`src/rtl/cae_window_feeder_pkg.sv`:
```
// Shared defaults for the sliding-window feeder that sits in front of the convolution array.
package cae_window_feeder_pkg;

   localparam int DEF_DATA_WIDTH = 8;
   localparam int DEF_INPUT_SIZE = 3;
   localparam int DEF_IMG_WIDTH  = 28;
   localparam int DEF_IMG_HEIGHT = 28;

endpackage

```
`src/rtl/cae_window_feeder_if.sv`:
```
// Pixel-in / window-out handshake bundle; master drives pixels and consumes windows.
interface cae_window_feeder_if
   import cae_window_feeder_pkg::*;
#(
   parameter int DATA_WIDTH = DEF_DATA_WIDTH,
   parameter int INPUT_SIZE = DEF_INPUT_SIZE
) ();

   logic                                  enable;
   logic [DATA_WIDTH-1:0]                 pix_in;
   logic                                  pix_valid;
   logic                                  pix_ready;
   logic [INPUT_SIZE-1:0][DATA_WIDTH-1:0] data_row1_out;
   logic [INPUT_SIZE-1:0][DATA_WIDTH-1:0] data_row2_out;
   logic [INPUT_SIZE-1:0][DATA_WIDTH-1:0] data_row3_out;
   logic                                  win_valid;
   logic                                  win_ready;
   logic                                  frame_done;

   modport master (
      output enable, pix_in, pix_valid, win_ready,
      input  pix_ready, data_row1_out, data_row2_out, data_row3_out, win_valid, frame_done
   );

   modport slave (
      input  enable, pix_in, pix_valid, win_ready,
      output pix_ready, data_row1_out, data_row2_out, data_row3_out, win_valid, frame_done
   );

endinterface

```
`src/rtl/cae_window_feeder_line_buffer.sv`:
```
// One image row of storage: asynchronous read, synchronous write at the same address.
module cae_window_feeder_line_buffer #(
   parameter int DEPTH      = 28,
   parameter int DATA_WIDTH = 8
) (
   input  logic                     clk,
   input  logic                     we,
   input  logic [$clog2(DEPTH)-1:0] addr,
   input  logic [DATA_WIDTH-1:0]    wdata,
   output logic [DATA_WIDTH-1:0]    rdata
);

   logic [DATA_WIDTH-1:0] mem [DEPTH];

   always_ff @(posedge clk) begin
      if (we) begin
         mem[addr] <= wdata;
      end
   end

   assign rdata = mem[addr];

endmodule

```
`src/rtl/cae_window_feeder.sv`:
```
// Raster-order pixel stream to 3x3 sliding windows, one window per accepted pixel once two rows are buffered.
module cae_window_feeder
   import cae_window_feeder_pkg::*;
#(
   parameter int DATA_WIDTH = DEF_DATA_WIDTH,
   parameter int INPUT_SIZE = DEF_INPUT_SIZE,
   parameter int IMG_WIDTH  = DEF_IMG_WIDTH,
   parameter int IMG_HEIGHT = DEF_IMG_HEIGHT
) (
   input logic               clk,
   input logic               rst,
   cae_window_feeder_if.slave bus
);

   localparam int CW = $clog2(IMG_WIDTH);
   localparam int RW = $clog2(IMG_HEIGHT);
   localparam logic [CW-1:0] COL_LAST  = CW'(IMG_WIDTH - 1);
   localparam logic [RW-1:0] ROW_LAST  = RW'(IMG_HEIGHT - 1);
   localparam logic [CW-1:0] WIN_COL0  = CW'(INPUT_SIZE - 1);
   localparam logic [RW-1:0] WIN_ROW0  = RW'(INPUT_SIZE - 1);

   typedef logic [INPUT_SIZE-1:0][DATA_WIDTH-1:0] win_row_t;

   logic [CW-1:0]         col_reg, col_next;
   logic [RW-1:0]         row_reg, row_next;
   win_row_t              row1_reg, row1_next, row2_reg, row2_next, row3_reg, row3_next;
   win_row_t              shift1, shift2, shift3;
   logic                  win_valid_reg, win_valid_next;
   logic                  frame_done_reg, frame_done_next;
   logic [DATA_WIDTH-1:0] old_rd, mid_rd;
   logic                  pix_ready, accept, complete, col_wrap, frame_end;

   assign pix_ready = rst && bus.enable && (!win_valid_reg || bus.win_ready);
   assign accept    = bus.pix_valid && pix_ready;
   assign complete  = (row_reg >= WIN_ROW0) && (col_reg >= WIN_COL0);
   assign col_wrap  = (col_reg == COL_LAST);
   assign frame_end = col_wrap && (row_reg == ROW_LAST);

   // Rows age through the buffers: mid holds row r-1, old holds row r-2.
   cae_window_feeder_line_buffer #(.DEPTH(IMG_WIDTH), .DATA_WIDTH(DATA_WIDTH)) lb_old (
      .clk(clk), .we(accept), .addr(col_reg), .wdata(mid_rd), .rdata(old_rd)
   );

   cae_window_feeder_line_buffer #(.DEPTH(IMG_WIDTH), .DATA_WIDTH(DATA_WIDTH)) lb_mid (
      .clk(clk), .we(accept), .addr(col_reg), .wdata(bus.pix_in), .rdata(mid_rd)
   );

   genvar gi;
   for (gi = 0; gi < INPUT_SIZE - 1; gi++) begin : g_shift
      assign shift1[gi] = row1_reg[gi+1];
      assign shift2[gi] = row2_reg[gi+1];
      assign shift3[gi] = row3_reg[gi+1];
   end
   assign shift1[INPUT_SIZE-1] = old_rd;
   assign shift2[INPUT_SIZE-1] = mid_rd;
   assign shift3[INPUT_SIZE-1] = bus.pix_in;

   always_comb begin
      col_next        = col_reg;
      row_next        = row_reg;
      row1_next       = row1_reg;
      row2_next       = row2_reg;
      row3_next       = row3_reg;
      win_valid_next  = win_valid_reg;
      frame_done_next = accept && frame_end;
      if (accept) begin
         col_next  = col_wrap ? '0 : col_reg + CW'(1);
         if (col_wrap) begin
            row_next = (row_reg == ROW_LAST) ? '0 : row_reg + RW'(1);
         end
         row1_next = shift1;
         row2_next = shift2;
         row3_next = shift3;
      end
      // A completing accept in the same cycle as a take keeps the window stream unbroken.
      if (accept && complete) begin
         win_valid_next = 1'b1;
      end else if (bus.win_ready) begin
         win_valid_next = 1'b0;
      end
   end

   always_ff @(posedge clk) begin
      if (!rst) begin
         col_reg        <= '0;
         row_reg        <= '0;
         row1_reg       <= '0;
         row2_reg       <= '0;
         row3_reg       <= '0;
         win_valid_reg  <= 1'b0;
         frame_done_reg <= 1'b0;
      end else begin
         col_reg        <= col_next;
         row_reg        <= row_next;
         row1_reg       <= row1_next;
         row2_reg       <= row2_next;
         row3_reg       <= row3_next;
         win_valid_reg  <= win_valid_next;
         frame_done_reg <= frame_done_next;
      end
   end

   assign bus.pix_ready     = pix_ready;
   assign bus.data_row1_out = row1_reg;
   assign bus.data_row2_out = row2_reg;
   assign bus.data_row3_out = row3_reg;
   assign bus.win_valid     = win_valid_reg;
   assign bus.frame_done    = frame_done_reg;

endmodule
```
`src/flat_wrapper.sv`:
```
// flat-port wrapper written by rule: the top's interface ports become plain ports
module cae_window_feeder_flat import cae_window_feeder_pkg::*;
#(
   parameter int DATA_WIDTH = DEF_DATA_WIDTH,
   parameter int INPUT_SIZE = DEF_INPUT_SIZE,
   parameter int IMG_WIDTH  = DEF_IMG_WIDTH,
   parameter int IMG_HEIGHT = DEF_IMG_HEIGHT
)
  (clk, rst, bus_enable, bus_pix_in, bus_pix_valid, bus_win_ready, bus_pix_ready, bus_data_row1_out, bus_data_row2_out, bus_data_row3_out, bus_win_valid, bus_frame_done);
  cae_window_feeder_if #(.DATA_WIDTH(DATA_WIDTH), .INPUT_SIZE(INPUT_SIZE)) bus_i ();
  input logic clk;
  input logic rst;
  input wire logic [$bits(bus_i.enable)-1:0] bus_enable;
  input wire logic [$bits(bus_i.pix_in)-1:0] bus_pix_in;
  input wire logic [$bits(bus_i.pix_valid)-1:0] bus_pix_valid;
  input wire logic [$bits(bus_i.win_ready)-1:0] bus_win_ready;
  output wire logic [$bits(bus_i.pix_ready)-1:0] bus_pix_ready;
  output wire logic [$bits(bus_i.data_row1_out)-1:0] bus_data_row1_out;
  output wire logic [$bits(bus_i.data_row2_out)-1:0] bus_data_row2_out;
  output wire logic [$bits(bus_i.data_row3_out)-1:0] bus_data_row3_out;
  output wire logic [$bits(bus_i.win_valid)-1:0] bus_win_valid;
  output wire logic [$bits(bus_i.frame_done)-1:0] bus_frame_done;
  assign bus_i.enable = bus_enable;
  assign bus_i.pix_in = bus_pix_in;
  assign bus_i.pix_valid = bus_pix_valid;
  assign bus_i.win_ready = bus_win_ready;
  assign bus_pix_ready = bus_i.pix_ready;
  assign bus_data_row1_out = bus_i.data_row1_out;
  assign bus_data_row2_out = bus_i.data_row2_out;
  assign bus_data_row3_out = bus_i.data_row3_out;
  assign bus_win_valid = bus_i.win_valid;
  assign bus_frame_done = bus_i.frame_done;
  cae_window_feeder #(.DATA_WIDTH(DATA_WIDTH), .INPUT_SIZE(INPUT_SIZE), .IMG_WIDTH(IMG_WIDTH), .IMG_HEIGHT(IMG_HEIGHT)) u_core (.clk(clk), .rst(rst), .bus(bus_i));
endmodule
```
`config.mk`:
```
export PLATFORM = sky130hd
export DESIGN_NAME = cae_window_feeder_flat
export DESIGN_NICKNAME = d
export VERILOG_FILES = /design/src/rtl/cae_window_feeder_pkg.sv /design/src/rtl/cae_window_feeder_if.sv /design/src/rtl/cae_window_feeder_line_buffer.sv /design/src/rtl/cae_window_feeder.sv /design/src/flat_wrapper.sv
export SDC_FILE = /design/constraint.sdc
export NUM_CORES = 1
export LEC_CHECK = 0
export ABC_AREA = 1
export ABC_CLOCK_PERIOD_IN_PS = 4100
export CAP_MARGIN = 20
export CORE_MARGIN = 2
export CORE_UTILIZATION = 30
export DETAILED_ROUTE_END_ITERATION = 16
export PLACE_DENSITY = 0.52
export SLEW_MARGIN = 15
export SYNTH_ARGS = -nofsm -noshare
export SYNTH_HDL_FRONTEND = slang
export SYNTH_SLANG_ARGS = --single-unit
```
`constraint.sdc`:
```
create_clock -name clk -period 4.1 [get_ports clk]
set_input_delay 0.41 -clock clk [delete_from_list [all_inputs] [get_ports clk]]
set_output_delay 0.41 -clock clk [all_outputs]
set_load 0.005 [all_outputs]
```
* Word-level counts from Yosys, hierarchy flattened
Memory sizes are Yosys's and may differ from the RTL's. A register that Yosys moved wholly into a read port is not among the register bits.
Cells that the tools add are included.
** Cells by class
- Magnitude comparators :: 2
- Bitwise gates (word level) :: 0
- Add/sub/neg operators :: 2
- Equal/unequal tests :: 2
- $mul :: 0
- Shifts and indexed selects :: 0
- Reductions and logical operators :: 12
- Multiplexer cells :: 8
- Div/mod/pow operators :: 0
** Operators by type and width (number)
- 5-bit two-way mux :: 4
- 5-bit by 1-bit adder with 5-bit output, second input constant :: 2
- 5-bit equality test, second input constant :: 2
- 5-bit by 2-bit greater-or-equal comparator with 1-bit output, second input constant :: 2
- 1-bit logical AND :: 7
- 1-bit two-way mux :: 4
- 1-bit zero test :: 2
- 2-bit AND reduction :: 1
- 2-bit nonzero test :: 1
- 1-bit logical OR :: 1
** Word-level totals
- Bits in latches :: 0
- RAM bits :: 448
- Memories kept :: 2
- ROM bits :: 0
- Bits of input ports :: 13
- Flip-flop bits (word level) :: 76
** Memory list
- u_core.lb_mid.mem :: words 28, width 8, read ports 1, clocked after Yosys merged registers in 1, write ports 1, line cae_window_feeder_line_buffer.sv:13 : logic [DATA_WIDTH-1:0] mem [DEPTH];
- u_core.lb_old.mem :: words 28, width 8, read ports 1, clocked after Yosys merged registers in 1, write ports 1, line cae_window_feeder_line_buffer.sv:13

* Logic depth before layout (Yosys ltp)
Gate-level depths: netlist (run 1).
- Depth after elaboration :: 6
- Gate-level depth with buffers :: 14

* Cells and area by module
From an unflattened synthesis (run 1), not the netlist that was laid out.
** Second synthesis, totals
- Cells, all modules :: 2239
- Area, all modules :: 22068.7 um^2
** By module, submodules not included
- cae_window_feeder_line_buffer :: area an instance 9414.0 um^2, cells an instance 909, seq. area each 6726.5 um^2, instances 2
- cae_window_feeder :: area an instance 3240.6 um^2, cells an instance 421, seq. area each 1681.6 um^2, instances 1

* Least setup slack after synthesis (run 1)
Ideal clock, no wire load.
- Path type :: in2reg
- Start :: input port rst
- End :: memory u_core.lb_mid.mem[24][0] (enable)
- Cell stages on the path :: 6
- Path buffers :: 2
- Required time :: 3712 ps
- Data arrival time :: 1988 ps
- Slack :: 1723 ps
- Library setup time :: 388 ps
- Cells stage by stage :: buf_4 > nand2_2 > nor3_4 > buf_2 > nand2_1 > nor2_1
** On the way
- Cells in the longest elaborated chain, start to end :: 5
** Ends and longest elaborated chain
- start, declared :: line flat_wrapper.sv:12 : input logic rst;
- 1-bit logical AND (2 in series) :: line cae_window_feeder.sv:33 : assign pix_ready = rst && bus.enable && (!win_valid_reg || bus.win_ready);
- 1-bit logical AND :: line cae_window_feeder.sv:34 : assign accept = bus.pix_valid && pix_ready;
- 1-bit two-way mux :: line cae_window_feeder_line_buffer.sv:16 : if (we) begin
- 1-bit two-way mux (implied by the code) :: line cae_window_feeder_line_buffer.sv:17 : mem[addr] <= wdata;
- end, declared :: line cae_window_feeder_line_buffer.sv:13
Every way passes these cells.

==> results of run 1 <==
-- cell families (layout without fill, tap and decap cells) --
group,count (synthesis),in the layout
muxes,1,1
buffers and inverters,222,368
adders and majority gates,6,6
xor gates and xnor gates,3,3
AOI/OAI and AO/OA,208,208
and+or+nand+nor,1016,1016
DFF,537,537
-- Yosys cell counts, types with 2 or more instances --
master | number | area share (%)
sky130_fd_sc_hd__nand2_1 | 545 | 9.5
sky130_fd_sc_hd__edfxtp_1 | 448 | 62
sky130_fd_sc_hd__nor2_1 | 238 | 4.1
sky130_fd_sc_hd__nand3_1 | 206 | 4.8
sky130_fd_sc_hd__inv_1 | 102 | 1.8
sky130_fd_sc_hd__o21ai_0 | 102 | 2.4
sky130_fd_sc_hd__dfxtp_1 | 89 | 8.3
sky130_fd_sc_hd__o21ai_1 | 64 | 1.5
sky130_fd_sc_hd__buf_2 | 55 | 1.3
sky130_fd_sc_hd__clkbuf_1 | 38 | 0.66
sky130_fd_sc_hd__o211ai_1 | 18 | 0.63
sky130_fd_sc_hd__a21oi_1 | 15 | 0.35
sky130_fd_sc_hd__buf_1 | 11 | 0.19
sky130_fd_sc_hd__inv_2 | 9 | 0.16
sky130_fd_sc_hd__buf_4 | 6 | 0.21
sky130_fd_sc_hd__ha_1 | 6 | 0.35
sky130_fd_sc_hd__nor3_1 | 5 | 0.12
sky130_fd_sc_hd__o22ai_1 | 5 | 0.15
sky130_fd_sc_hd__nand2_2 | 4 | 0.12
sky130_fd_sc_hd__nor2_2 | 3 | 0.087
sky130_fd_sc_hd__nor2_4 | 3 | 0.16
sky130_fd_sc_hd__xor2_1 | 3 | 0.12
sky130_fd_sc_hd__and2_1 | 2 | 0.058
sky130_fd_sc_hd__nand4_1 | 2 | 0.058
sky130_fd_sc_hd__nor3_4 | 2 | 0.15
sky130_fd_sc_hd__nor3b_1 | 2 | 0.070
-- worst min-delay path: cells and delay by family --
family                 cells  cell delay, ns
and+or+nand+nor            4            0.38
buffers and inverters      1            0.11
-- worst max-delay path by stage --
stage | slack [ns] | cells after the start | to
global placement | 1.11 | 8 | u_core.bus.win_valid
finish | 1.24 | 10 | u_core.lb_old.mem[7][2]
floorplan | 1.72 | 6 | u_core.lb_mid.mem[24][0]
detailed placement | 1.15 | 6 | u_core.lb_mid.mem[5][4]
CTS | 1.19 | 10 | u_core.lb_old.mem[16][2]
global route | 1.00 | 13 | u_core.bus.data_row2_out[19]
-- layout make-up --
type	count	area (um2)	area share [%]
flip-flops and latches	537	15240	59.76
multi-input cells	1234	5388	21.12
clock buffers	78	1600	6.273
repair buffers	154	1429	5.601
well taps	950	1189	4.659
inverters	112	421.7	1.653
clock inverters	24	239.0	0.9368
-- report_power, final --
part | switching, uW | internal (uW) | total [uW]
clock | 2060 | 3020 | 5080
combinational | 436 | 179 | 615
sequential | 41.6 | 5980 | 6020
total | 2540 | 9170 | 11700
-- per-stage QoR --
stage / setup WS [ns] / instances
3_3_place_gp: 1.108 / 2985
4_1_cts: 1.191 / 3087
5_1_grt: 1.000 / 3089
3_5_place_dp: 1.149 / 2985
2_1_floorplan: 1.723 / 1993
6_report: 1.236 / 3089
-- per-layer routing --
metal	share of wire, %	vias to the layer above	wire (um)
met2	45	414	26190
met4	2.2	0	1268
met3	6.1	77	3557
li1	-	6963	-
met1	47	7088	27030
met5	0	-	0
==> qor.txt, run 1 <==
STA
------------------------------------------------------------------------------
Timing-limited maximum frequency                                     349.2 MHz
Final worst clock skew                                              0.01172 ns
Final Slew Violations                                                        0
Final critical-path required period                                   2.864 ns
Post-route fraction of the period consumed by the critical path         69.85%
Relative slew slack                                                     34.00%
Accumulated negative setup slack                                          0 ns
Fin. Hold Viols                                                              0
Final setup vio count                                                        0
Unrepaired setup endpoints after global routing                          false
Hold Slack                                                           0.3453 ns
Slew @ Worst Pin                                                     0.9890 ns

CTS
------------------------------------------------------------------------------
Number of sinks handled by clock tree synthesis                            537
Worst-skew pair later-pin latency                                      0.60 ns
Postcts setup bufs                                                           0
Level count of the clock H-tree                                              2
Clk slew on worst S/H paths                                            0.06 ns
CTS Buffer Depth                                                             3
Total CTS buffers                                                           57
Resized cells post-CTS                                                       0
Buffer cell driving the clock tree root                           sky130_fd_sc_hd__clkbuf_16
CTS Hold Buffers Added                                                       0
CTS tree                                                                   yes

POWER AND IR DROP
------------------------------------------------------------------------------
Power Dens Cells                                                  459.0 nW/um2
Total chip power                                                      11710 uW
Leakage power total                                                0.009515 uW
Peak supply drop                                                     0.3375 mV

DETAILED ROUTING
------------------------------------------------------------------------------
Routed WL                                                             58050 um
Routed Antenna Nets                                                          0
DRC                                                                          0
Drt initial violations                                                    1245
First-pass detailed-route iteration total                                    5
Total vias in the final route                                            14542
Routed length per placed instance                                     18.79 um
Via count normalized by instance count                                   4.708

PLACED DESIGN
------------------------------------------------------------------------------
Post-DP Area                                                         23630 um2
Placer congestion estimate                                              0.7975
Count of buffers inserted at the top-level ports                            87
Post-DP HPWL                                                          34280 um

FINAL LAYOUT
------------------------------------------------------------------------------
Most frequent cells in the layout                                 545 x sky130_fd_sc_hd__nand2_1, 448 x sky130_fd_sc_hd__edfxtp_1, 238 x sky130_fd_sc_hd__nor2_1
Biggest regs                                                      u_core.lb_mid.mem (224), u_core.lb_old.mem (224)
Count of filler cells inserted in the layout                              7023
Most common cell after layout, fill and taps aside                sky130_fd_sc_hd__nand2_1
Final Cell Area                                                      25510 um2
Share of the core filled with cells                                     35.81%
Number of inserted diodes                                                    0
Number of nets in the layout                                              2115
Layout cell share with drive strength beyond 1                          8.649%
Area Growth Syn to Fin                                                  18.40%

RUN STATUS
------------------------------------------------------------------------------
Outcome                                                           finished, final reports clean

FLOORPLANNING
------------------------------------------------------------------------------
Core Area                                                            71240 um2
Row count                                                                   98
Vertical extent of the die                                              272 um
I/O pin total                                                               88
Floorplan die area                                                   73980 um2
Starting density of the core                                            30.25%
DIE WIDTH                                                               272 um

LOGIC SYNTHESIS
------------------------------------------------------------------------------
Number of different library cells in the post-synthesis netlist             36
Number of synthesized flops with an enable pin                             448
Most used DFF post-synth                                          sky130_fd_sc_hd__edfxtp_1
Synthesized netlist cell count                                            1993
Multiplexer area fraction after synthesis                             0.04645%
Combinational family with the most area after synthesis           simple AND/OR/NAND/NOR gates
Xor/xnor share of the synthesized area                                 0.1219%
Adder and majority cell fraction of the synthesized area               0.3484%
Post-synth design cell area                                          21550 um2
Synthesis Warnings                                                           0
Sequential fraction of the synthesis area                               70.70%
Average instance area after synthesis                                10.81 um2
Synthesized-area fraction occupied by ao, oa, aoi and oai cells         5.122%
Post-synthesis net count                                                  2012
Share of synthesized registers carrying an async set or reset               0%
Synthesis-stage register bit count                                         537
Share of synthesized cell area in and, or, nand and nor gates           19.37%

GRT
------------------------------------------------------------------------------
Number of global-route vias before repair                                13781
Fraction of met3 tracks used by global routing                          2.477%
Maximum number of pins on one net before global-route repair                82
Initial antenna violation count                                              0
Met1 GRT Util                                                           22.10%
Global route total overflow                                                  0
Overall track demand over capacity in global routing                    15.52%
Most crowded layer after global routing                                   met2
First-pass GRT wire length                                            87750 um
Met2 Usage GRT                                                          24.54%

WORST SETUP PATH
------------------------------------------------------------------------------
Arrival time at the worst endpoint                                     3.17 ns
Cell depth of the worst flop-to-flop path                                   10
Worst R2R Setup Slack                                                  1.24 ns
Largest delay contributor family on the critical path             buffers and inverters
Slowest CP cell                                                   sky130_fd_sc_hd__dfxtp_4
End of the worst register-to-register path                        u_core.lb_old.mem[7][2]
CP bufs+invs                                                                 3
CP Max Fanout                                                               54
Worst Setup Path Type                                             flip-flop to flip-flop
Critical path's largest stage delay                                    0.70 ns
Setup crit end kind                                                  flip-flop
CP Cell Sequence                                                  inv_2, buf_12, nand2_1, nand3_1, nand2_1, nand2_1, nand3_1, nand3_1, and2_1, buf_4
Required time reported for the critical path endpoint                  4.41 ns
Type of element launching the critical path                          flip-flop

MIN PATH
------------------------------------------------------------------------------
Worst Hold Class                                                  input port to flip-flop
WHS Endpoint                                                      u_core.bus.data_row2_out[22]
Worst Hold Launch                                                          rst
Hold path depth                                                              5

JOB
------------------------------------------------------------------------------
# Max-Cap Violations                                                         0

No activity file was read; power rests on OpenSTA's default activity.
==> inputs of run 2 (changes only) <==
ABC_CLOCK_PERIOD_IN_PS = 2300   (was 4100)
PLACE_DENSITY = 0.54   (was 0.52)
clock period = 2.3 ns   (was 4.1 ns; I/O delays follow)
==> qor.txt, run 2 (synthesis gave the netlist of run 1 again) <==
WORST SETUP PATH
------------------------------------------------------------------------------
Setup crit end kind                                                  flip-flop
Critical path's largest stage delay                                    0.38 ns   -0.32 ns
Largest delay contributor family on the critical path             simple AND/OR/NAND/NOR gates
Library cell appearing most often on the critical path            sky130_fd_sc_hd__nand2_1
End of the worst register-to-register path                        u_core.lb_old.mem[15][2]
Worst R2R Setup Slack                                                  0.09 ns   -1.15 ns
CP bufs+invs                                                                 3   unchanged
Arrival time at the worst endpoint                                     2.56 ns   -0.61 ns
CP Max Fanout                                                               72   +33%
CP Cell Sequence                                                  inv_2, buf_12, nand2_1, nand2_1, nand2_1, o21ai_1, o21ai_1, nand3_1, and2_1, buf_12
Required time reported for the critical path endpoint                  2.65 ns   -1.76 ns
Worst Setup Path Type                                             flip-flop to flip-flop
Cell depth of the worst flop-to-flop path                                   10   unchanged
Endpoint of the worst setup timing path                           u_core.lb_old.mem[15][2]
Type of element launching the critical path                          flip-flop
Slowest CP cell                                                   sky130_fd_sc_hd__dfxtp_4
WP depth                                                                    10   unchanged

POWER AND IR DROP
------------------------------------------------------------------------------
Power Dens Cells                                                  806.1 nW/um2   +76%
Leakage power total                                                0.009798 uW   +3.0%
Peak supply drop                                                     0.5567 mV   +65%
Total chip power                                                      21040 uW   +80%

CTS
------------------------------------------------------------------------------
Buffer cell driving the clock tree root                           sky130_fd_sc_hd__clkbuf_16
Number of sinks handled by clock tree synthesis                            537   unchanged
Level count of the clock H-tree                                              2   unchanged
Resized cells post-CTS                                                       0   unchanged
Worst-skew pair later-pin latency                                      0.61 ns   about the same
CTS tree                                                                   yes
CTS Hold Buffers Added                                                       1   +1
Clk slew on worst S/H paths                                            0.06 ns   about the same
Total CTS buffers                                                           56   -1.8%
Postcts setup bufs                                                           0   unchanged
CTS Buffer Depth                                                             3   unchanged

STA
------------------------------------------------------------------------------
Hold Slack                                                           0.3678 ns   +0.02251 ns
Final Slew Violations                                                        0   unchanged
Final critical-path required period                                   2.209 ns   -0.6545 ns
Post-route fraction of the period consumed by the critical path         96.06%   +26 points
Slew @ Worst Pin                                                     0.6901 ns   -0.2989 ns
Fin. Hold Viols                                                              0   unchanged
Relative slew slack                                                     54.00%   +20 points
Unrepaired setup endpoints after global routing                          false
Final setup vio count                                                        0   unchanged
Timing-limited maximum frequency                                     452.6 MHz   +30%
Final worst clock skew                                              0.01648 ns   +0.004758 ns

DETAILED ROUTING
------------------------------------------------------------------------------
Via count normalized by instance count                                   4.721   +0.28%
DRC                                                                          0   unchanged
Total vias in the final route                                            14814   +1.9%
Routed length per placed instance                                     18.79 um   about the same
Drt initial violations                                                    1236   -0.72%
Routed Antenna Nets                                                          0   unchanged
Routed WL                                                             58970 um   +1.6%
First-pass detailed-route iteration total                                    5   unchanged

FINAL LAYOUT
------------------------------------------------------------------------------
Biggest regs                                                      u_core.lb_mid.mem (224), u_core.lb_old.mem (224)
Number of inserted diodes                                                    0   unchanged
Area Growth Syn to Fin                                                  21.14%
Most frequent cells in the layout                                 545 x sky130_fd_sc_hd__nand2_1, 448 x sky130_fd_sc_hd__edfxtp_1, 238 x sky130_fd_sc_hd__nor2_1
Layout cell share with drive strength beyond 1                          10.15%   +1.5 points
Most common cell after layout, fill and taps aside                sky130_fd_sc_hd__nand2_1
Number of nets in the layout                                              2160   +2.1%

GRT
------------------------------------------------------------------------------
Initial antenna violation count                                              1   +1
Global route total overflow                                                  0   unchanged
First-pass GRT wire length                                            88840 um   +1.3%
Maximum number of pins on one net before global-route repair                89   +8.5%
Overall track demand over capacity in global routing                    15.69%   +0.18 points
Number of global-route vias before repair                                14489   +5.1%

FLOORPLANNING
------------------------------------------------------------------------------
DIE WIDTH                                                               272 um   unchanged
Row count                                                                   98   unchanged
Floorplan die area                                                   73980 um2   unchanged
Vertical extent of the die                                              272 um   unchanged
I/O pin total                                                               88   unchanged
Core Area                                                            71240 um2   unchanged
Starting density of the core                                            30.25%   unchanged

MIN PATH
------------------------------------------------------------------------------
Worst Hold Class                                                  input port to flip-flop

JOB
------------------------------------------------------------------------------
# Max-Cap Violations                                                         0   unchanged

PLACED DESIGN
------------------------------------------------------------------------------
Count of buffers inserted at the top-level ports                            87   unchanged
Post-DP HPWL                                                          37980 um   +11%
Placer congestion estimate                                              0.8330   +4.5%

RUN STATUS
------------------------------------------------------------------------------
Outcome                                                           finished, final reports clean

## run 2: per-layer routing
layer | up-vias | wire (um) | global-route usage (%) | share of wire (%)
li1 | 7060 | - | - | -
met4 | 0 | 1307 | 4.612 | 2.2
met3 | 89 | 4463 | 3.712 | 7.6
met5 | - | 0 | 0 | 0
met1 | 7172 | 27010 | 21.88 | 46
met2 | 493 | 26190 | 24.31 | 44
## run 2: worst min-delay path by stage
stage	startpoint	end	slack (ns)	cells past startpoint
final	bus_win_ready	u_core.bus.win_valid	0.37	4
after global routing	bus_win_ready	u_core.bus.win_valid	0.37	4
after CTS	bus_win_ready	u_core.bus.win_valid	0.34	4
after detailed placement	u_core.bus.data_row2_out[7]	u_core.bus.data_row2_out[7]	0.46	2
after global placement	u_core.bus.data_row2_out[6]	u_core.bus.data_row2_out[6]	0.46	2
after floorplan	bus_pix_in[0]	u_core.lb_mid.mem[0][0]	0.33	0
## run 2: power breakdown
| group | total (uW) | internal (uW) | switching, uW |
|---|---|---|---|
| Clock | 9020 | 5270 | 3750 |
| Combinational | 1310 | 412 | 903 |
| Sequential | 10700 | 10700 | 52.0 |
| Total | 21000 | 16300 | 4710 |
## run 2: stage by stage
step / utilization, % / cells / setup TNS (ns) / area [um2] / worst slack [ns]
2_1_floorplan: - / 1993 / 0 / 21550 / 0.02422
3_3_place_gp: 34.06 / 3032 / -0.04891 / 24260 / -0.006257
3_5_place_dp: 34.06 / 3032 / -2.217 / 24260 / -0.04757
4_1_cts: 36.64 / 3138 / 0 / 26100 / 0.1609
5_1_grt: 36.64 / 3138 / 0 / 26100 / 0.01927
6_report: 36.64 / 3138 / 0 / 26100 / 0.09053
## run 2: final cells by class
class / instances / area [um2]
fill: 6878 / 45140
sequential: 537 / 15240
multi-input combinational: 1234 / 5388
timing repair buffer: 200 / 2029
clock buffer: 78 / 1597
tap: 950 / 1189
inverter: 112 / 421.7
clock inverter: 27 / 234.0
## run 2: worst min-delay path: stages
cell and delay (ns):
sky130_fd_sc_hd__clkdlybuf4s50_1 0.48, sky130_fd_sc_hd__nor2_2 0.08, sky130_fd_sc_hd__nor2_1 0.10, sky130_fd_sc_hd__nor2_1 0.04
==> inputs of run 3 (changes only) <==
==> constraint.sdc (replaced) <==
create_clock -name clk -period 2.3 [get_ports clk]
set_input_delay 0.46 -clock clk [delete_from_list [all_inputs] [get_ports clk]]
set_output_delay 0.46 -clock clk [all_outputs]
set_load 0.005 [all_outputs]
==> qor.txt, run 3 (synthesis gave the netlist of run 1 again) <==
RUN STATUS
------------------------------------------------------------------------------
Outcome                                                           finished, final reports clean

WORST SETUP PATH
------------------------------------------------------------------------------
Library cell appearing most often on the critical path            sky130_fd_sc_hd__nor2_1
End of the worst register-to-register path                        u_core.lb_mid.mem[19][6]
Critical path's largest stage delay                                    0.46 ns   +0.08 ns
Arrival time at the worst endpoint                                     2.52 ns   -0.04 ns
Required time reported for the critical path endpoint                  2.60 ns   -0.05 ns
CP Max Fanout                                                               15   -79%
Cell depth of the worst flop-to-flop path                                    6   -4
Worst Setup Path Type                                             flip-flop to flip-flop
Worst R2R Setup Slack                                                  0.08 ns   about the same
Type of element launching the critical path                          flip-flop
Slowest CP cell                                                   sky130_fd_sc_hd__dfxtp_1
CP Cell Sequence                                                  inv_2, nand2_1, nor2_1, inv_1, nor2_1, buf_12
Setup crit end kind                                                  flip-flop
Beginning of the worst register-to-register path                  u_core.col_reg[3]

POWER AND IR DROP
------------------------------------------------------------------------------
Total chip power                                                      20600 uW   -2.1%
Proportion of power drawn by combinational gates                          6.5%   +0.3 points
Sequential fraction of design power                                      52.0%   +1.1 points
Peak supply drop                                                     0.4867 mV   -13%
Clock Power Share                                                        41.6%   -1.3 points
P_sw                                                                   4606 uW   -2.1%
Power Dens Cells                                                  790.3 nW/um2   -2.0%
Leakage power total                                                0.009785 uW   -0.13%
P_int                                                                 16000 uW   -2.1%
Switching portion of total power                                        22.36%   about the same

DETAILED ROUTING
------------------------------------------------------------------------------
Met2 Wirelength                                                       26130 um   -0.25%
Via count normalized by instance count                                   4.741   +0.43%
Drt initial violations                                                    1491   +21%
Highest metal layer with signal wires                                     met4
Routed Antenna Nets                                                          0   unchanged
Routed WL                                                             59480 um   +0.86%
Total vias in the final route                                            14901   +0.59%
DRC                                                                          0   unchanged
Routed length per placed instance                                     18.92 um   +0.70%
First-pass detailed-route iteration total                                    5   unchanged
Met3 Wirelength                                                        4083 um   -8.5%
Detailed-routing wirelength on met1                                   27460 um   +1.7%

CTS
------------------------------------------------------------------------------
Clk slew on worst S/H paths                                            0.07 ns   about the same
CTS Hold Buffers Added                                                       0   -1
Worst-skew pair later-pin latency                                      0.60 ns   about the same
CTS Buffer Depth                                                             3   unchanged
CTS tree                                                                   yes
Postcts setup bufs                                                           0   unchanged
Resized cells post-CTS                                                       0   unchanged
Buffer cell driving the clock tree root                           sky130_fd_sc_hd__clkbuf_16
Level count of the clock H-tree                                              2   unchanged
Total CTS buffers                                                           55   -1.8%
Number of sinks handled by clock tree synthesis                            537   unchanged

FINAL LAYOUT
------------------------------------------------------------------------------
Most common cell after layout, fill and taps aside                sky130_fd_sc_hd__nand2_1
Count of filler cells inserted in the layout                              6984   +1.5%
Number of nets in the layout                                              2168   +0.37%
Biggest regs                                                      u_core.lb_mid.mem (224), u_core.lb_old.mem (224)
Area taken by flip-flops and latches                                 15240 um2   unchanged
Area taken by multi-input logic gates                                 5396 um2   +0.16%
Share of the core filled with cells                                     36.60%   -0.042 points
Layout cell share with drive strength beyond 1                          10.67%   +0.52 points
Area Growth Syn to Fin                                                  21.00%
Number of inserted diodes                                                    0   unchanged
Most frequent cells in the layout                                 545 x sky130_fd_sc_hd__nand2_1, 448 x sky130_fd_sc_hd__edfxtp_1, 236 x sky130_fd_sc_hd__nor2_1
Final Instance Count excl. Fillers                                        3143   +0.16%

STA
------------------------------------------------------------------------------
Final worst clock skew                                              0.01559 ns   -0.0008887 ns
Post-route fraction of the period consumed by the critical path         96.40%   +0.33 points
Accumulated negative setup slack                                          0 ns   unchanged
Final Slew Violations                                                        0   unchanged
Timing-limited maximum frequency                                     451.0 MHz   -0.35%
Relative slew slack                                                     62.96%   +9.0 points
Slew @ Worst Pin                                                     0.5550 ns   -0.1350 ns
Fin. Hold Viols                                                              0   unchanged
Hold Slack                                                           0.4604 ns   +0.09257 ns
Unrepaired setup endpoints after global routing                          false
Final setup vio count                                                        0   unchanged
Final critical-path required period                                   2.217 ns   +0.007663 ns

FLOORPLANNING
------------------------------------------------------------------------------
Starting density of the core                                            30.25%   unchanged
Row count                                                                   98   unchanged
DIE WIDTH                                                               272 um   unchanged
Vertical extent of the die                                              272 um   unchanged
Floorplan die area                                                   73980 um2   unchanged
Core Area                                                            71240 um2   unchanged
I/O pin total                                                               88   unchanged

PLACED DESIGN
------------------------------------------------------------------------------
Count of buffers inserted at the top-level ports                            87   unchanged
Placer congestion estimate                                              0.8399   +0.83%
Post-DP HPWL                                                          38660 um   +1.8%
Placed cell count                                                         3042   +0.33%

GRT
------------------------------------------------------------------------------
Global route total overflow                                                  0   unchanged
Initial antenna violation count                                              5   +4
Number of global-route vias before repair                                14580   +0.63%
Overall track demand over capacity in global routing                    15.86%   +0.16 points
Maximum number of pins on one net before global-route repair                67   -25%
First-pass GRT wire length                                            89460 um   +0.69%

MIN PATH
------------------------------------------------------------------------------
WHS Endpoint                                                      u_core.bus.data_row2_out[3]
Worst Hold Launch                                                 u_core.bus.data_row2_out[3]
Hold path depth                                                              2   -2
Worst Hold Class                                                  flip-flop to flip-flop

JOB
------------------------------------------------------------------------------
# Max-Cap Violations                                                         0   unchanged

-- run 3: cell types whose count changed in the layout (fill, tap and decap cells not counted), sizes merged --
cell / previous run / this run
inv: 112 / 111
clkinvlp: 1 / 3
clkinv: 22 / 19
buf: 113 / 123
dlygate4sd3: 1 / 0
bufinv: 4 / 2
-- run 3: worst max-delay path by stage --
stage / from / slack (ns) / endpoint / depth (start not counted)
final: u_core.col_reg[3] / 0.08 / u_core.lb_mid.mem[19][6] / 6
after global routing: flip-flop / 0.02 / u_core.lb_old.mem[7][7] / 10
after CTS: flip-flop / 0.05 / u_core.lb_old.mem[6][7] / 10
after detailed placement: bus_pix_valid / -0.09 / u_core.lb_mid.mem[5][4] / 7
after global placement: bus_pix_valid / -0.10 / u_core.lb_mid.mem[2][0] / 7
after floorplan: rst / -0.13 / u_core.lb_mid.mem[24][0] / 6
-- run 3: stage by stage --
step,area (um2),worst slack [ns]
after floorplan,21550,-0.1270
after global placement,24330,-0.1032
after detailed placement,24330,-0.08907
after CTS,26060,0.04967
after global routing,26070,0.01581
final,26070,0.08287
-- run 3: layout make-up --
class,instances,share of cell area (%)
inverters,112,1.617
well taps,950,4.559
repair buffers,209,8.029
clock inverters,23,0.6431
clock buffers,78,5.984
multi-input cells,1234,20.70
flip-flops and latches,537,58.47
-- run 3: worst max-delay path, delay by kind of cell (launching register included) --
kind / cells / cell delay [ns]
buffers and inverters: 3 / 0.61
AND/OR/NAND/NOR: 3 / 0.84
flip-flops: 1 / 0.46
-- run 3: power by group through the flow --
stage	Combinational [uW]	Clock (uW)	Sequential [uW]
global placement	1330	0	10900
floorplan	623	0	10900
CTS	1340	8790	10700
detailed placement	1340	0	10900
global route	1450	9150	10700
finish	1330	8570	10700
-- run 3: per-layer routing --
layer | up-vias | global-route usage (%)
met3 | 99 | 3.165
met1 | 7265 | 22.55
met4 | 0 | 5.682
met2 | 469 | 23.99
li1 | 7068 | -
met5 | - | 0
